==> src/rtl/axi4_arb2.sv <==
// -----------------------------------------------------------------------------
// axi4_arb2
// Two-requester AXI4 arbiter. It shares one target port (the CPU TCM port)
// between two masters, for example the USB bridge and a debug/loader bridge.
// The read and write paths are arbitrated independently. Each path carries one
// transaction at a time. Responses are steered back using the registered grant,
// so the IDs pass through unmodified.
//
// Parameters:
//   ROUND_ROBIN  1 = alternate between requesters under contention,
//                0 = fixed priority, inport0 always wins
//
// Ports:
//   clk_i, rst_i            clock, asynchronous active-high reset
//   inportN_aw*/w*/b*       write channels of requester N (N = 0, 1)
//   inportN_ar*/r*          read channels of requester N
//   outport_aw*/w*/b*       write channels toward the shared target
//   outport_ar*/r*          read channels toward the shared target
// -----------------------------------------------------------------------------
module axi4_arb2 #(
    parameter logic ROUND_ROBIN = 1'b1
) (
    input  logic        clk_i,
    input  logic        rst_i,
    // requester 0
    input  logic        inport0_awvalid_i,
    input  logic [31:0] inport0_awaddr_i,
    input  logic [3:0]  inport0_awid_i,
    input  logic [7:0]  inport0_awlen_i,
    input  logic [1:0]  inport0_awburst_i,
    input  logic        inport0_wvalid_i,
    input  logic [31:0] inport0_wdata_i,
    input  logic [3:0]  inport0_wstrb_i,
    input  logic        inport0_wlast_i,
    input  logic        inport0_bready_i,
    input  logic        inport0_arvalid_i,
    input  logic [31:0] inport0_araddr_i,
    input  logic [3:0]  inport0_arid_i,
    input  logic [7:0]  inport0_arlen_i,
    input  logic [1:0]  inport0_arburst_i,
    input  logic        inport0_rready_i,
    output logic        inport0_awready_o,
    output logic        inport0_wready_o,
    output logic        inport0_arready_o,
    output logic        inport0_bvalid_o,
    output logic [1:0]  inport0_bresp_o,
    output logic [3:0]  inport0_bid_o,
    output logic        inport0_rvalid_o,
    output logic [31:0] inport0_rdata_o,
    output logic [1:0]  inport0_rresp_o,
    output logic [3:0]  inport0_rid_o,
    output logic        inport0_rlast_o,
    // requester 1
    input  logic        inport1_awvalid_i,
    input  logic [31:0] inport1_awaddr_i,
    input  logic [3:0]  inport1_awid_i,
    input  logic [7:0]  inport1_awlen_i,
    input  logic [1:0]  inport1_awburst_i,
    input  logic        inport1_wvalid_i,
    input  logic [31:0] inport1_wdata_i,
    input  logic [3:0]  inport1_wstrb_i,
    input  logic        inport1_wlast_i,
    input  logic        inport1_bready_i,
    input  logic        inport1_arvalid_i,
    input  logic [31:0] inport1_araddr_i,
    input  logic [3:0]  inport1_arid_i,
    input  logic [7:0]  inport1_arlen_i,
    input  logic [1:0]  inport1_arburst_i,
    input  logic        inport1_rready_i,
    output logic        inport1_awready_o,
    output logic        inport1_wready_o,
    output logic        inport1_arready_o,
    output logic        inport1_bvalid_o,
    output logic [1:0]  inport1_bresp_o,
    output logic [3:0]  inport1_bid_o,
    output logic        inport1_rvalid_o,
    output logic [31:0] inport1_rdata_o,
    output logic [1:0]  inport1_rresp_o,
    output logic [3:0]  inport1_rid_o,
    output logic        inport1_rlast_o,
    // shared target
    output logic        outport_awvalid_o,
    output logic [31:0] outport_awaddr_o,
    output logic [3:0]  outport_awid_o,
    output logic [7:0]  outport_awlen_o,
    output logic [1:0]  outport_awburst_o,
    output logic        outport_wvalid_o,
    output logic [31:0] outport_wdata_o,
    output logic [3:0]  outport_wstrb_o,
    output logic        outport_wlast_o,
    output logic        outport_bready_o,
    output logic        outport_arvalid_o,
    output logic [31:0] outport_araddr_o,
    output logic [3:0]  outport_arid_o,
    output logic [7:0]  outport_arlen_o,
    output logic [1:0]  outport_arburst_o,
    output logic        outport_rready_o,
    input  logic        outport_awready_i,
    input  logic        outport_wready_i,
    input  logic        outport_arready_i,
    input  logic        outport_bvalid_i,
    input  logic [1:0]  outport_bresp_i,
    input  logic [3:0]  outport_bid_i,
    input  logic        outport_rvalid_i,
    input  logic [31:0] outport_rdata_i,
    input  logic [1:0]  outport_rresp_i,
    input  logic [3:0]  outport_rid_i,
    input  logic        outport_rlast_i
);

    typedef enum logic [1:0] {
        WR_IDLE = 2'd0,
        WR_ADDR = 2'd1,
        WR_DATA = 2'd2,
        WR_RESP = 2'd3
    } wr_state_t;

    typedef enum logic [1:0] {
        RD_IDLE = 2'd0,
        RD_ADDR = 2'd1,
        RD_DATA = 2'd2
    } rd_state_t;

    // Pick the winning requester (0 or 1) from the two requests and the port
    // granted last on this path.
    function automatic logic arb_pick(input logic req0, input logic req1,
                                      input logic last_grant);
        logic win;
        if (req0 && req1) begin
            if (ROUND_ROBIN) begin
                win = ~last_grant;
            end else begin
                win = 1'b0;
            end
        end else if (req1) begin
            win = 1'b1;
        end else begin
            win = 1'b0;
        end
        return win;
    endfunction

    wr_state_t wr_state_r, wr_next_s;
    rd_state_t rd_state_r, rd_next_s;

    // The grant register also serves as the last-grant register. Its reset
    // value of 1 makes inport0 win the first contention.
    logic wr_grant_r;
    logic rd_grant_r;

    logic wr_req_s, rd_req_s, wr_win_s, rd_win_s;
    logic wr_sel_awvalid_s, wr_sel_wvalid_s, wr_sel_bready_s;
    logic rd_sel_arvalid_s, rd_sel_rready_s;

    assign wr_req_s = inport0_awvalid_i | inport1_awvalid_i;
    assign rd_req_s = inport0_arvalid_i | inport1_arvalid_i;
    assign wr_win_s = arb_pick(inport0_awvalid_i, inport1_awvalid_i, wr_grant_r);
    assign rd_win_s = arb_pick(inport0_arvalid_i, inport1_arvalid_i, rd_grant_r);

    assign wr_sel_awvalid_s = wr_grant_r ? inport1_awvalid_i : inport0_awvalid_i;
    assign wr_sel_wvalid_s  = wr_grant_r ? inport1_wvalid_i  : inport0_wvalid_i;
    assign wr_sel_bready_s  = wr_grant_r ? inport1_bready_i  : inport0_bready_i;
    assign rd_sel_arvalid_s = rd_grant_r ? inport1_arvalid_i : inport0_arvalid_i;
    assign rd_sel_rready_s  = rd_grant_r ? inport1_rready_i  : inport0_rready_i;

    // Payloads always follow the grant mux, so they are never X. Only the
    // valid/ready qualifiers are gated by state.
    assign outport_awaddr_o  = wr_grant_r ? inport1_awaddr_i  : inport0_awaddr_i;
    assign outport_awid_o    = wr_grant_r ? inport1_awid_i    : inport0_awid_i;
    assign outport_awlen_o   = wr_grant_r ? inport1_awlen_i   : inport0_awlen_i;
    assign outport_awburst_o = wr_grant_r ? inport1_awburst_i : inport0_awburst_i;
    assign outport_wdata_o   = wr_grant_r ? inport1_wdata_i   : inport0_wdata_i;
    assign outport_wstrb_o   = wr_grant_r ? inport1_wstrb_i   : inport0_wstrb_i;
    assign outport_wlast_o   = wr_grant_r ? inport1_wlast_i   : inport0_wlast_i;
    assign outport_araddr_o  = rd_grant_r ? inport1_araddr_i  : inport0_araddr_i;
    assign outport_arid_o    = rd_grant_r ? inport1_arid_i    : inport0_arid_i;
    assign outport_arlen_o   = rd_grant_r ? inport1_arlen_i   : inport0_arlen_i;
    assign outport_arburst_o = rd_grant_r ? inport1_arburst_i : inport0_arburst_i;

    assign inport0_bresp_o = outport_bresp_i;
    assign inport0_bid_o   = outport_bid_i;
    assign inport1_bresp_o = outport_bresp_i;
    assign inport1_bid_o   = outport_bid_i;
    assign inport0_rdata_o = outport_rdata_i;
    assign inport0_rresp_o = outport_rresp_i;
    assign inport0_rid_o   = outport_rid_i;
    assign inport0_rlast_o = outport_rlast_i;
    assign inport1_rdata_o = outport_rdata_i;
    assign inport1_rresp_o = outport_rresp_i;
    assign inport1_rid_o   = outport_rid_i;
    assign inport1_rlast_o = outport_rlast_i;

    // Write path state and grant registers.
    always_ff @(posedge clk_i or posedge rst_i) begin
        if (rst_i) begin
            wr_state_r <= WR_IDLE;
            wr_grant_r <= 1'b1;
        end else begin
            wr_state_r <= wr_next_s;
            if ((wr_state_r == WR_IDLE) && wr_req_s) begin
                wr_grant_r <= wr_win_s;
            end
        end
    end

    // Read path state and grant registers.
    always_ff @(posedge clk_i or posedge rst_i) begin
        if (rst_i) begin
            rd_state_r <= RD_IDLE;
            rd_grant_r <= 1'b1;
        end else begin
            rd_state_r <= rd_next_s;
            if ((rd_state_r == RD_IDLE) && rd_req_s) begin
                rd_grant_r <= rd_win_s;
            end
        end
    end

    // Write path next state and channel qualifiers.
    always_comb begin
        wr_next_s         = wr_state_r;
        outport_awvalid_o = 1'b0;
        outport_wvalid_o  = 1'b0;
        outport_bready_o  = 1'b0;
        inport0_awready_o = 1'b0;
        inport1_awready_o = 1'b0;
        inport0_wready_o  = 1'b0;
        inport1_wready_o  = 1'b0;
        inport0_bvalid_o  = 1'b0;
        inport1_bvalid_o  = 1'b0;
        case (wr_state_r)
            WR_IDLE: begin
                if (wr_req_s) begin
                    wr_next_s = WR_ADDR;
                end else begin
                    wr_next_s = WR_IDLE;
                end
            end
            WR_ADDR: begin
                outport_awvalid_o = wr_sel_awvalid_s;
                if (wr_grant_r) begin
                    inport1_awready_o = outport_awready_i;
                end else begin
                    inport0_awready_o = outport_awready_i;
                end
                if (wr_sel_awvalid_s && outport_awready_i) begin
                    wr_next_s = WR_DATA;
                end else begin
                    wr_next_s = WR_ADDR;
                end
            end
            WR_DATA: begin
                outport_wvalid_o = wr_sel_wvalid_s;
                if (wr_grant_r) begin
                    inport1_wready_o = outport_wready_i;
                end else begin
                    inport0_wready_o = outport_wready_i;
                end
                if (wr_sel_wvalid_s && outport_wready_i && outport_wlast_o) begin
                    wr_next_s = WR_RESP;
                end else begin
                    wr_next_s = WR_DATA;
                end
            end
            WR_RESP: begin
                outport_bready_o = wr_sel_bready_s;
                if (wr_grant_r) begin
                    inport1_bvalid_o = outport_bvalid_i;
                end else begin
                    inport0_bvalid_o = outport_bvalid_i;
                end
                if (outport_bvalid_i && wr_sel_bready_s) begin
                    wr_next_s = WR_IDLE;
                end else begin
                    wr_next_s = WR_RESP;
                end
            end
            default: begin
                wr_next_s = WR_IDLE;
            end
        endcase
    end

    // Read path next state and channel qualifiers.
    always_comb begin
        rd_next_s         = rd_state_r;
        outport_arvalid_o = 1'b0;
        outport_rready_o  = 1'b0;
        inport0_arready_o = 1'b0;
        inport1_arready_o = 1'b0;
        inport0_rvalid_o  = 1'b0;
        inport1_rvalid_o  = 1'b0;
        case (rd_state_r)
            RD_IDLE: begin
                if (rd_req_s) begin
                    rd_next_s = RD_ADDR;
                end else begin
                    rd_next_s = RD_IDLE;
                end
            end
            RD_ADDR: begin
                outport_arvalid_o = rd_sel_arvalid_s;
                if (rd_grant_r) begin
                    inport1_arready_o = outport_arready_i;
                end else begin
                    inport0_arready_o = outport_arready_i;
                end
                if (rd_sel_arvalid_s && outport_arready_i) begin
                    rd_next_s = RD_DATA;
                end else begin
                    rd_next_s = RD_ADDR;
                end
            end
            RD_DATA: begin
                outport_rready_o = rd_sel_rready_s;
                if (rd_grant_r) begin
                    inport1_rvalid_o = outport_rvalid_i;
                end else begin
                    inport0_rvalid_o = outport_rvalid_i;
                end
                if (outport_rvalid_i && rd_sel_rready_s && outport_rlast_i) begin
                    rd_next_s = RD_IDLE;
                end else begin
                    rd_next_s = RD_DATA;
                end
            end
            default: begin
                rd_next_s = RD_IDLE;
            end
        endcase
    end

endmodule

==> config.mk <==
export PLATFORM = sky130hd
export DESIGN_NAME = axi4_arb2
export DESIGN_NICKNAME = d
export VERILOG_FILES = /design/src/rtl/axi4_arb2.sv
export SDC_FILE = /design/constraint.sdc
export NUM_CORES = 1
export LEC_CHECK = 0
export CAP_MARGIN = 10
export CELL_PAD_IN_SITES_DETAIL_PLACEMENT = 0
export CELL_PAD_IN_SITES_GLOBAL_PLACEMENT = 1
export CORE_AREA = 2 2 214 216
export CTS_BUF_LIST = sky130_fd_sc_hd__clkbuf_16
export CTS_CLUSTER_DIAMETER = 120
export CTS_CLUSTER_SIZE = 25
export DETAILED_ROUTE_END_ITERATION = 7
export DIE_AREA = 0 0 216 218
export PLACE_DENSITY = 0.48
export SLEW_MARGIN = 20
export SYNTH_ARGS = -nofsm -noshare
export SYNTH_HDL_FRONTEND = slang
export SYNTH_SLANG_ARGS = --single-unit
==> constraint.sdc <==
create_clock -name clk_i -period 2.85 [get_ports clk_i]
set_input_delay 0.285 -clock clk_i [delete_from_list [all_inputs] [get_ports clk_i]]
set_output_delay 0.285 -clock clk_i [all_outputs]
set_load 0.01 [all_outputs]
## Word-level counts from Yosys, hierarchy flattened

Index checks and enable logic that the tools add are counted.

- Reductions and logical operators: 13
- Order comparisons: 0
- Mux-type cells: 54
- Div/mod/pow operators: 0
- Add/sub/neg operators: 0
- Bitwise operators: 4
- Shifts and indexed selects: 0
- $mul: 0
- Equal/unequal tests: 5

Operators with widths:

| cell | number |
|---|---|
| $mux 32 | 3 |
| $mux 1 | 38 |
| $mux 8 | 2 |
| $mux 2 | 6 |
| $mux 4 | 3 |
| $logic_and 1x1->1 | 11 |
| $pmux 2 s4 | 1 |
| $eq 2x2->1 const B | 3 |
| $pmux 2 s3 | 1 |
| $eq 2x1->1 const B | 2 |
| $logic_not 2->1 | 2 |
| $not 1->1 | 2 |
| $or 1x1->1 | 2 |

- Bits in latches: 0
- ROM bits: 0
- Flip-flop bits (word level): 6
- Memories kept: 0
- Output and inout port bits: 234
- RAM bits: 0

## Logic depth before layout (Yosys ltp)

Gate-level depths: netlist of the first run.

- Depth after elaboration: 5
- Mapped depth: 5
- Gate-level depth less buffers: 3

## Least setup slack after synthesis of the first run

OpenSTA, ideal clock, no wires.

- Path kind: flip-flop to output port
- Start: register wr_grant_r
- End: output port outport_wdata_o[20]
- Path slack: 1293 ps
- Data required time: 2565 ps
- Cell stages (with the launch flop): 5
- Path buffers: 3
- Data arrival time: 1272 ps
- Cell sequence: dfstp_2 > buf_6 > buf_6 > buf_8 > mux2_4

- Cells in the longest elaborated chain, start to end: 1

Ends and longest elaborated chain:

| item | line | text |
|---|---|---|
| start, declared | 148 | `logic wr_grant_r;` |
| start signal, assigned | 201 | `wr_grant_r <= wr_win_s;` |
| $mux 32 | 172 | `assign outport_wdata_o = wr_grant_r ? inport1_wdata_i : inport0_wdata_i;` |
| end, declared | 88 | `output logic [31:0] outport_wdata_o,` |

No other way between the ends.

## Worst setup path after layout of the first run

- Start: register wr_grant_r
- End: output port outport_bready_o

- Cells in the longest elaborated chain, start to end: 2

Ends and longest elaborated chain:

| item | line | text |
|---|---|---|
| $mux 1 | 162 | `assign wr_sel_bready_s = wr_grant_r ? inport1_bready_i : inport0_bready_i;` |
| $mux 1 | 231 | `case (wr_state_r)` |
| end, declared | 91 | `output logic outport_bready_o,` |

No other way between the ends.

==> metrics.yaml, run 1 <==
timing:
  min_period_over_period: 0.8664
  fin_crit_ns: 2.469
  hold_viol_final: 0
  setup-violations-final: 0
  rsz0062_at_grt: "no"
  clock.fmax_mhz: 405.0
  drv_slew: 0
  tns_ns: 0
  hold_ws_ns: 0.3413
  fin_skew_ns: 0.0001113
  maxSlewHeadroom: 0.7340
  tightest_slew_ns: 0.3986
floorplan:
  io_pins: 554
  die_area_um2: 47090
  die_x_um: 216
  die_y_um: 218
  core_area_um2: 44890
  rows: 78
  start_util: 0.06165
clock_tree:
  htree_levels: 1
  cts_resized: 0
  cts_hold_buf: 0
  root_buffer: "clkbuf_16"
  tritoncts: "yes"
  cts_setup_buffers: 0
  clock_latency_ns: 0.24
  cts_buffers: 3
  clkSlewWorstSetupHoldPaths_ns: 0.04
  cts_sinks: 6
  clock_path_buffers: 2
placed_design:
  gp_congestion: 0.7046
  dp_hpwl_mm: 15.85
  numPortBuffers: 421
  postPlaceCellArea_um2: 6988
cells_and_area:
  n_fill_cell: 5043
  synthToLayoutAreaGrowth_pct: 155.3
  num-nets-final: 934
  diodes: 0
  layout-drive-gt1-share: 0.2268
  final_area_um2: 7067
yosys:
  syn_avg_cell_area_um2: 9.446
  synth_edf_count: 0
  synth_cell_type_count: 26
  syn_nets: 613
  synth.ff_latch_count: 6
  yosys_warnings: 0
  yosysSeqAreaShare: 0.05515
  synth_top_area_frac: 0.4638
  synth_area_leader_cell: "mux2_2"
  syn_area_um2: 2768
  synthArstFlopShare: 1.000
  synthFlopType: "dfrtp_1"
  synthTopCellsByArea: "mux2_2 46%, buf_4 26%, mux2_4 9.2%, dfrtp_1 3.6%, dfstp_2 1.9%"
  synthCells: 293
global_route:
  overflow: 0
  antenna_found_initial: 0
  grt_pass1_wl_mm: 24.10
  grt_max_degree: 55
  grt.total_usage: 0.07021
  grt_pass1_vias: 3847
detailed_routing:
  ant_nets: 0
  first_pass_iters: 4
  vias: 3447
  met2_length_mm: 9.655
  wl_per_cell_um: 14.60
  drt_wl_total_mm: 17.71
  wl_met1_mm: 5.463
  drc: 0
  dr.first_iter.drc_count: 43
  dr.max_layer_used: "met4"
  routed-wl-met3_mm: 2.422
  drt-vias-per-instance: 2.842
power:
  ir_drop_mv: 0.2749
  power.static_leakage_uw: 0.002507
  finalPower_uw: 4090
  pwr_density_cell_nw_per_um2: 578.8
worst_setup_path:
  r2r_slack_ns: 1.17
  critical_path.startpoint_type: "flop"
  arrival_ns: 2.18
  crit_fanout: 40
  crit_type: "reg -> out"
  r2r-start: "wr_grant_r"
  regToRegEndpoint: "wr_state_r[0]"
  worst-r2r-cell-count: 4
  required_ns: 2.57
  end_kind: "primary output"
  setup.worst_path.start: "wr_grant_r"
flow_run:
  cap_violations: 0
run_status:
  status: "completed"
hold_path:
  hp-class: "in -> async"
## synthesized netlist by cell type, drive strengths merged, types with 2 or more instances
cell type,count
a21oi,3
a31oi,3
and3,4
buf,107
dfrtp,4
dfstp,2
inv,2
mux2,131
mux2i,3
nand2,5
nor2,10
nor2b,6
nor3,3
o21ai,2
## worst max path at each step
| stage | endpoint | depth (start not counted) |
|---|---|---|
| after detailed placement | outport_bready_o | 4 |
| after global placement | outport_bready_o | 4 |
| after floorplan | outport_wdata_o[20] | 4 |
| after global routing | outport_bready_o | 4 |
| after CTS | outport_bready_o | 4 |
| final | outport_bready_o | 4 |
## layer usage
layer	up-vias	GRT usage
met5	-	0
met4	0	0.01210
met3	10	0.03668
met2	363	0.1462
met1	1493	0.05790
li1	1581	-
## metrics by stage
step | utilization | worst slack, ns | instances
2_1_floorplan | - | 1.293 | 293
3_5_place_dp | 0.1557 | 0.6203 | 1209
6_report | 0.1574 | 0.3807 | 1213
3_3_place_gp | 0.1557 | 0.6261 | 1209
4_1_cts | 0.1574 | 0.3453 | 1213
5_1_grt | 0.1574 | 0.3171 | 1213
## power breakdown
| part | switching (uW) | total (uW) | internal, uW |
|---|---|---|---|
| registers | 75.1 | 219 | 144 |
| clock network | 69.7 | 254 | 184 |
| logic | 1380 | 3620 | 2240 |
## kinds of logic after synthesis
kind of cell           after synthesis  share of synthesized area
AO/OA/AOI/OAI                       11                    0.02532
buffers and inverters              110                     0.2948
multiplexers                       134                     0.5669
AND/OR/NAND/NOR                     32                    0.05787
flip-flops                           6                    0.05516
## registers in the layout, summed over array words and instances (netlist names)
name / flops
rd_grant_r: 1
rd_state_r: 2
wr_grant_r: 1
wr_state_r: 2
## area by class of cell
type / instances / area, um2 / area share
multi-input cells: 177 / 1799 / 0.2546
flip-flops and latches: 6 / 156.4 / 0.02213
inverters: 2 / 7.507 / 0.001062
clock inverters: 1 / 3.754 / 0.0005312
repair buffers: 424 / 4274 / 0.6048
well taps: 600 / 750.7 / 0.1062
clock buffers: 3 / 75.07 / 0.01062
## critical path, cell delays in order, from the launching register on
cell and delay [ns]:
dfstp_4 0.66, buf_12 0.24, mux2_4 0.37, nor2b_1 0.14
clkdlybuf4s50_1 0.49
## cell usage in the layout, fill, tap and decap left out
cell type	n
a211o_1	1
a21oi_1	3
a311oi_1	1
a31oi_1	3
a41oi_1	1
and2_1	1
and3_1	4
buf_12	3
clkbuf_16	3
clkdlybuf4s50_1	421
dfrtp_1	4
dfstp_2	1
dfstp_4	1
inv_1	3
mux2_2	114
mux2_4	17
mux2i_1	3
nand2_1	5
nand3_1	1
nand3b_1	1
nor2_1	10
nor2b_1	6
nor3_1	3
nor3b_1	1
o21ai_0	2
Note: power is estimated with default switching activity, not from simulation.
==> inputs of run 2 (changes only) <==
--- a/config.mk
+++ b/config.mk
@@ -16,4 +16,5 @@
 export DIE_AREA = 0 0 216 218
 export PLACE_DENSITY = 0.48
+export SETUP_SLACK_MARGIN = 0.2
 export SLEW_MARGIN = 20
 export SYNTH_ARGS = -nofsm -noshare
==> constraint.sdc (replaced) <==
create_clock -name clk_i -period 2.85 [get_ports clk_i]
set_input_delay 0.855 -clock clk_i [delete_from_list [all_inputs] [get_ports clk_i]]
set_output_delay 0.855 -clock clk_i [all_outputs]
set_load 0.01 [all_outputs]
==> run 2 against run 1 <==
  * Clock skew hardly changed
  * Sequential share of layout area is 0.12 points lower
  * Sequential power is 9.1% higher
  * Global-route usage is 0.31 points higher
  * Via count is 6.5% higher
  * Routed wire length is 5.3% higher
  * Sequential cell count stayed put
  * Count of clock-buffer cells in the layout stayed put
  * Combinational power is 17% higher
  * Final area is 5.6% higher
  * Worst hold slack better by 0.15 ns
  * Critical path type unchanged
  * Largest power group unchanged
  * Highest routed layer unchanged
==> metrics.yaml, run 2 (same netlist as run 1, synthesis figures left out) <==
worst_setup_path:
  end_kind: "primary output"  # unchanged
  regToRegEndpoint: "wr_state_r[0]"  # unchanged
  r2r-start: "wr_grant_r"  # unchanged
  crit_fanout: 10  # was 40
  crit_type: "reg -> out"  # unchanged
  r2r_slack_ns: 0.93  # was 1.17 ns
  worst-r2r-cell-count: 7  # was 4
  required_ns: 2.00  # was 2.57 ns
  arrival_ns: 1.83  # was 2.18 ns
  critical_path.startpoint_type: "flop"  # unchanged
clock_tree:
  tritoncts: "yes"  # unchanged
  clock_path_buffers: 2  # unchanged
  cts_hold_buf: 0  # unchanged
  cts_sinks: 6  # unchanged
  cts_buffers: 3  # unchanged
  clkSlewWorstSetupHoldPaths_ns: 0.04  # about the same
  clock_latency_ns: 0.23  # was 0.24 ns
  root_buffer: "clkbuf_16"  # unchanged
  htree_levels: 1  # unchanged
floorplan:
  core_area_um2: 44890  # unchanged
  die_y_um: 218  # unchanged
  rows: 78  # unchanged
  die_x_um: 216  # unchanged
  start_util: 0.06165  # unchanged
  die_area_um2: 47090  # unchanged
  io_pins: 554  # unchanged
global_route:
  overflow: 0  # unchanged
  grt_pass1_vias: 4088  # was 3847
  grt.total_usage: 0.07330  # was 0.07021
  antenna_found_initial: 2  # was 0
  grt_pass1_wl_mm: 25.05  # was 24.10 mm
  grt_max_degree: 20  # was 55
detailed_routing:
  drt_wl_total_mm: 18.65  # was 17.71 mm
  vias: 3672  # was 3447
  dr.max_layer_used: "met4"  # unchanged
  drc: 0  # unchanged
  wl_per_cell_um: 14.83  # was 14.60 um
  met2_length_mm: 9.970  # was 9.655 mm
  first_pass_iters: 4  # unchanged
  dr.first_iter.drc_count: 35  # was 43
  wl_met1_mm: 5.814  # was 5.463 mm
  routed-wl-met3_mm: 2.476  # was 2.422 mm
  drt-vias-per-instance: 2.921  # was 2.842
  ant_nets: 0  # unchanged
placed_design:
  numPortBuffers: 421  # unchanged
  numPlacedInstances: 1227  # was 1209
  dp_hpwl_mm: 15.79  # was 15.85 mm
  gp_congestion: 0.6998  # was 0.7046
hold_path:
  hold_path_depth: 1
  whs_endpoint: "rd_state_r[0]"
  worstHoldStart: "rd_state_r[1]"
  hp-class: "reg -> reg"  # was in -> async
cells_and_area:
  final_cells: 1257  # was 1213
  diodes: 0  # unchanged
  num-nets-final: 978  # was 934
  layout-drive-gt1-share: 0.4277  # was 0.2268
  layout_common_cells: "252 x clkdlybuf4s50_1, 103 x mux2_2, 46 x clkdlybuf4s15_1"  # was 421 x clkdlybuf4s50_1, 114 x mux2_2, 17 x mux2_4
  layout_commonest_cell: "clkdlybuf4s50_1"  # unchanged
  synthToLayoutAreaGrowth_pct: 169.7  # was 155.3%
  largestRegisters: "rd_state_r x2, wr_state_r x2"  # unchanged
power:
  ir_drop_mv: 0.2544  # was 0.2749 mV
  switchingPower_uw: 1806  # was 1527 uW
  power_frac_clock: 0.051  # was 0.062
  pwr_density_cell_nw_per_um2: 631.3  # was 578.8 nW/um2
  seqPwrFrac: 0.051  # was 0.054
  power.static_leakage_uw: 0.003040  # was 0.002507 uW
  p_comb_frac: 0.898  # was 0.884
  sw_frac_of_total: 0.3832  # was 0.3733
  p_int_uw: 2907  # was 2563 uW
timing:
  fin_skew_ns: 0.0001108  # was 0.0001113 ns
  tns_ns: 0  # unchanged
  rsz0062_at_grt: "yes"  # was no
  setup-violations-final: 0  # unchanged
  min_period_over_period: 0.9412  # was 0.8664
  tightest_slew_ns: 0.3637  # was 0.3986 ns
  drv_slew: 0  # unchanged
  maxSlewHeadroom: 0.7573  # was 0.7340
  fin_crit_ns: 2.683  # was 2.469 ns
  clock.fmax_mhz: 372.8  # was 405.0 MHz
  hold_viol_final: 0  # unchanged
  hold_ws_ns: 0.4908  # was 0.3413 ns
run_status:
  status: "completed"  # unchanged
flow_run:
  cap_violations: 0  # unchanged
-- run 2: cell count changes in the layout (fill, tap and decap cells not counted), sizes merged --
| cell | before | now |
|---|---|---|
| clkinvlp | 0 | 1 |
| buf | 3 | 100 |
| clkbuf | 3 | 23 |
| dlymetal6s2s | 0 | 3 |
| bufbuf | 0 | 1 |
| inv | 3 | 2 |
| clkdlybuf4s15 | 0 | 59 |
| dlygate4sd2 | 0 | 33 |
| clkdlybuf4s50 | 421 | 252 |
-- run 2: layout make-up --
cell class / instances / area [um2]
Sequential cell: 6 / 156.4
Fill cell: 5084 / 37430
Clock buffer: 3 / 75.07
Timing Repair Buffer: 468 / 4568
Multi-Input combinational cell: 177 / 1899
Tap cell: 600 / 750.7
Clock inverter: 1 / 3.754
Inverter: 2 / 11.26
-- run 2: through the flow --
| stage | total power [uW] | setup WS [ns] | util | area, um2 |
|---|---|---|---|---|
| floorplan | 2129 | 0.7144 | - | 2768 |
| global placement | 4138 | -0.6605 | 0.1593 | 7153 |
| detailed placement | 4100 | -0.6287 | 0.1593 | 7153 |
| CTS | 4713 | 0.005548 | 0.1657 | 7437 |
| global route | 5019 | 0.09320 | 0.1663 | 7465 |
| finish | 4713 | 0.1674 | 0.1663 | 7465 |
-- run 2: what timing repair did --
item                       4_1_cts  5_1_grt
pin swaps                        3        3
setup endpoints to repair      143       68
setup buffers                   14        6
cloned                           5        1
resized for setup              437       51
-- run 2: metal layers --
metal / vias to the layer above / global-route usage
met5: - / 0
met4: 0 / 0.01781
met3: 16 / 0.03501
met2: 365 / 0.1498
met1: 1618 / 0.06271
li1: 1673 / -
-- run 2: worst max-delay path by stage --
stage / startpoint / to / slack (ns)
finish: wr_grant_r / outport_wdata_o[22] / 0.17
global route: wr_grant_r / outport_wvalid_o / 0.09
CTS: inport1_wvalid_i / outport_wvalid_o / 0.006
detailed placement: inport1_wvalid_i / outport_wvalid_o / -0.63
global placement: inport1_wvalid_i / outport_wvalid_o / -0.66
floorplan: inport0_awvalid_i / outport_awvalid_o / 0.71
-- run 2: power groups by stage --
stage               clock network (uW)  logic (uW)  registers [uW]
floorplan                            0        1970             158
global placement                     0        3890             245
detailed placement                   0        3860             240
CTS                                258        4210             246
global route                       265        4500             254
finish                             241        4230             239
-- run 2: critical path, cell delays in order, from the launching register on --
cell and delay [ns]:
dfstp_4 0.66, buf_6 0.13, buf_4 0.13, buf_16 0.14, mux2_4 0.30, clkdlybuf4s15_1 0.23
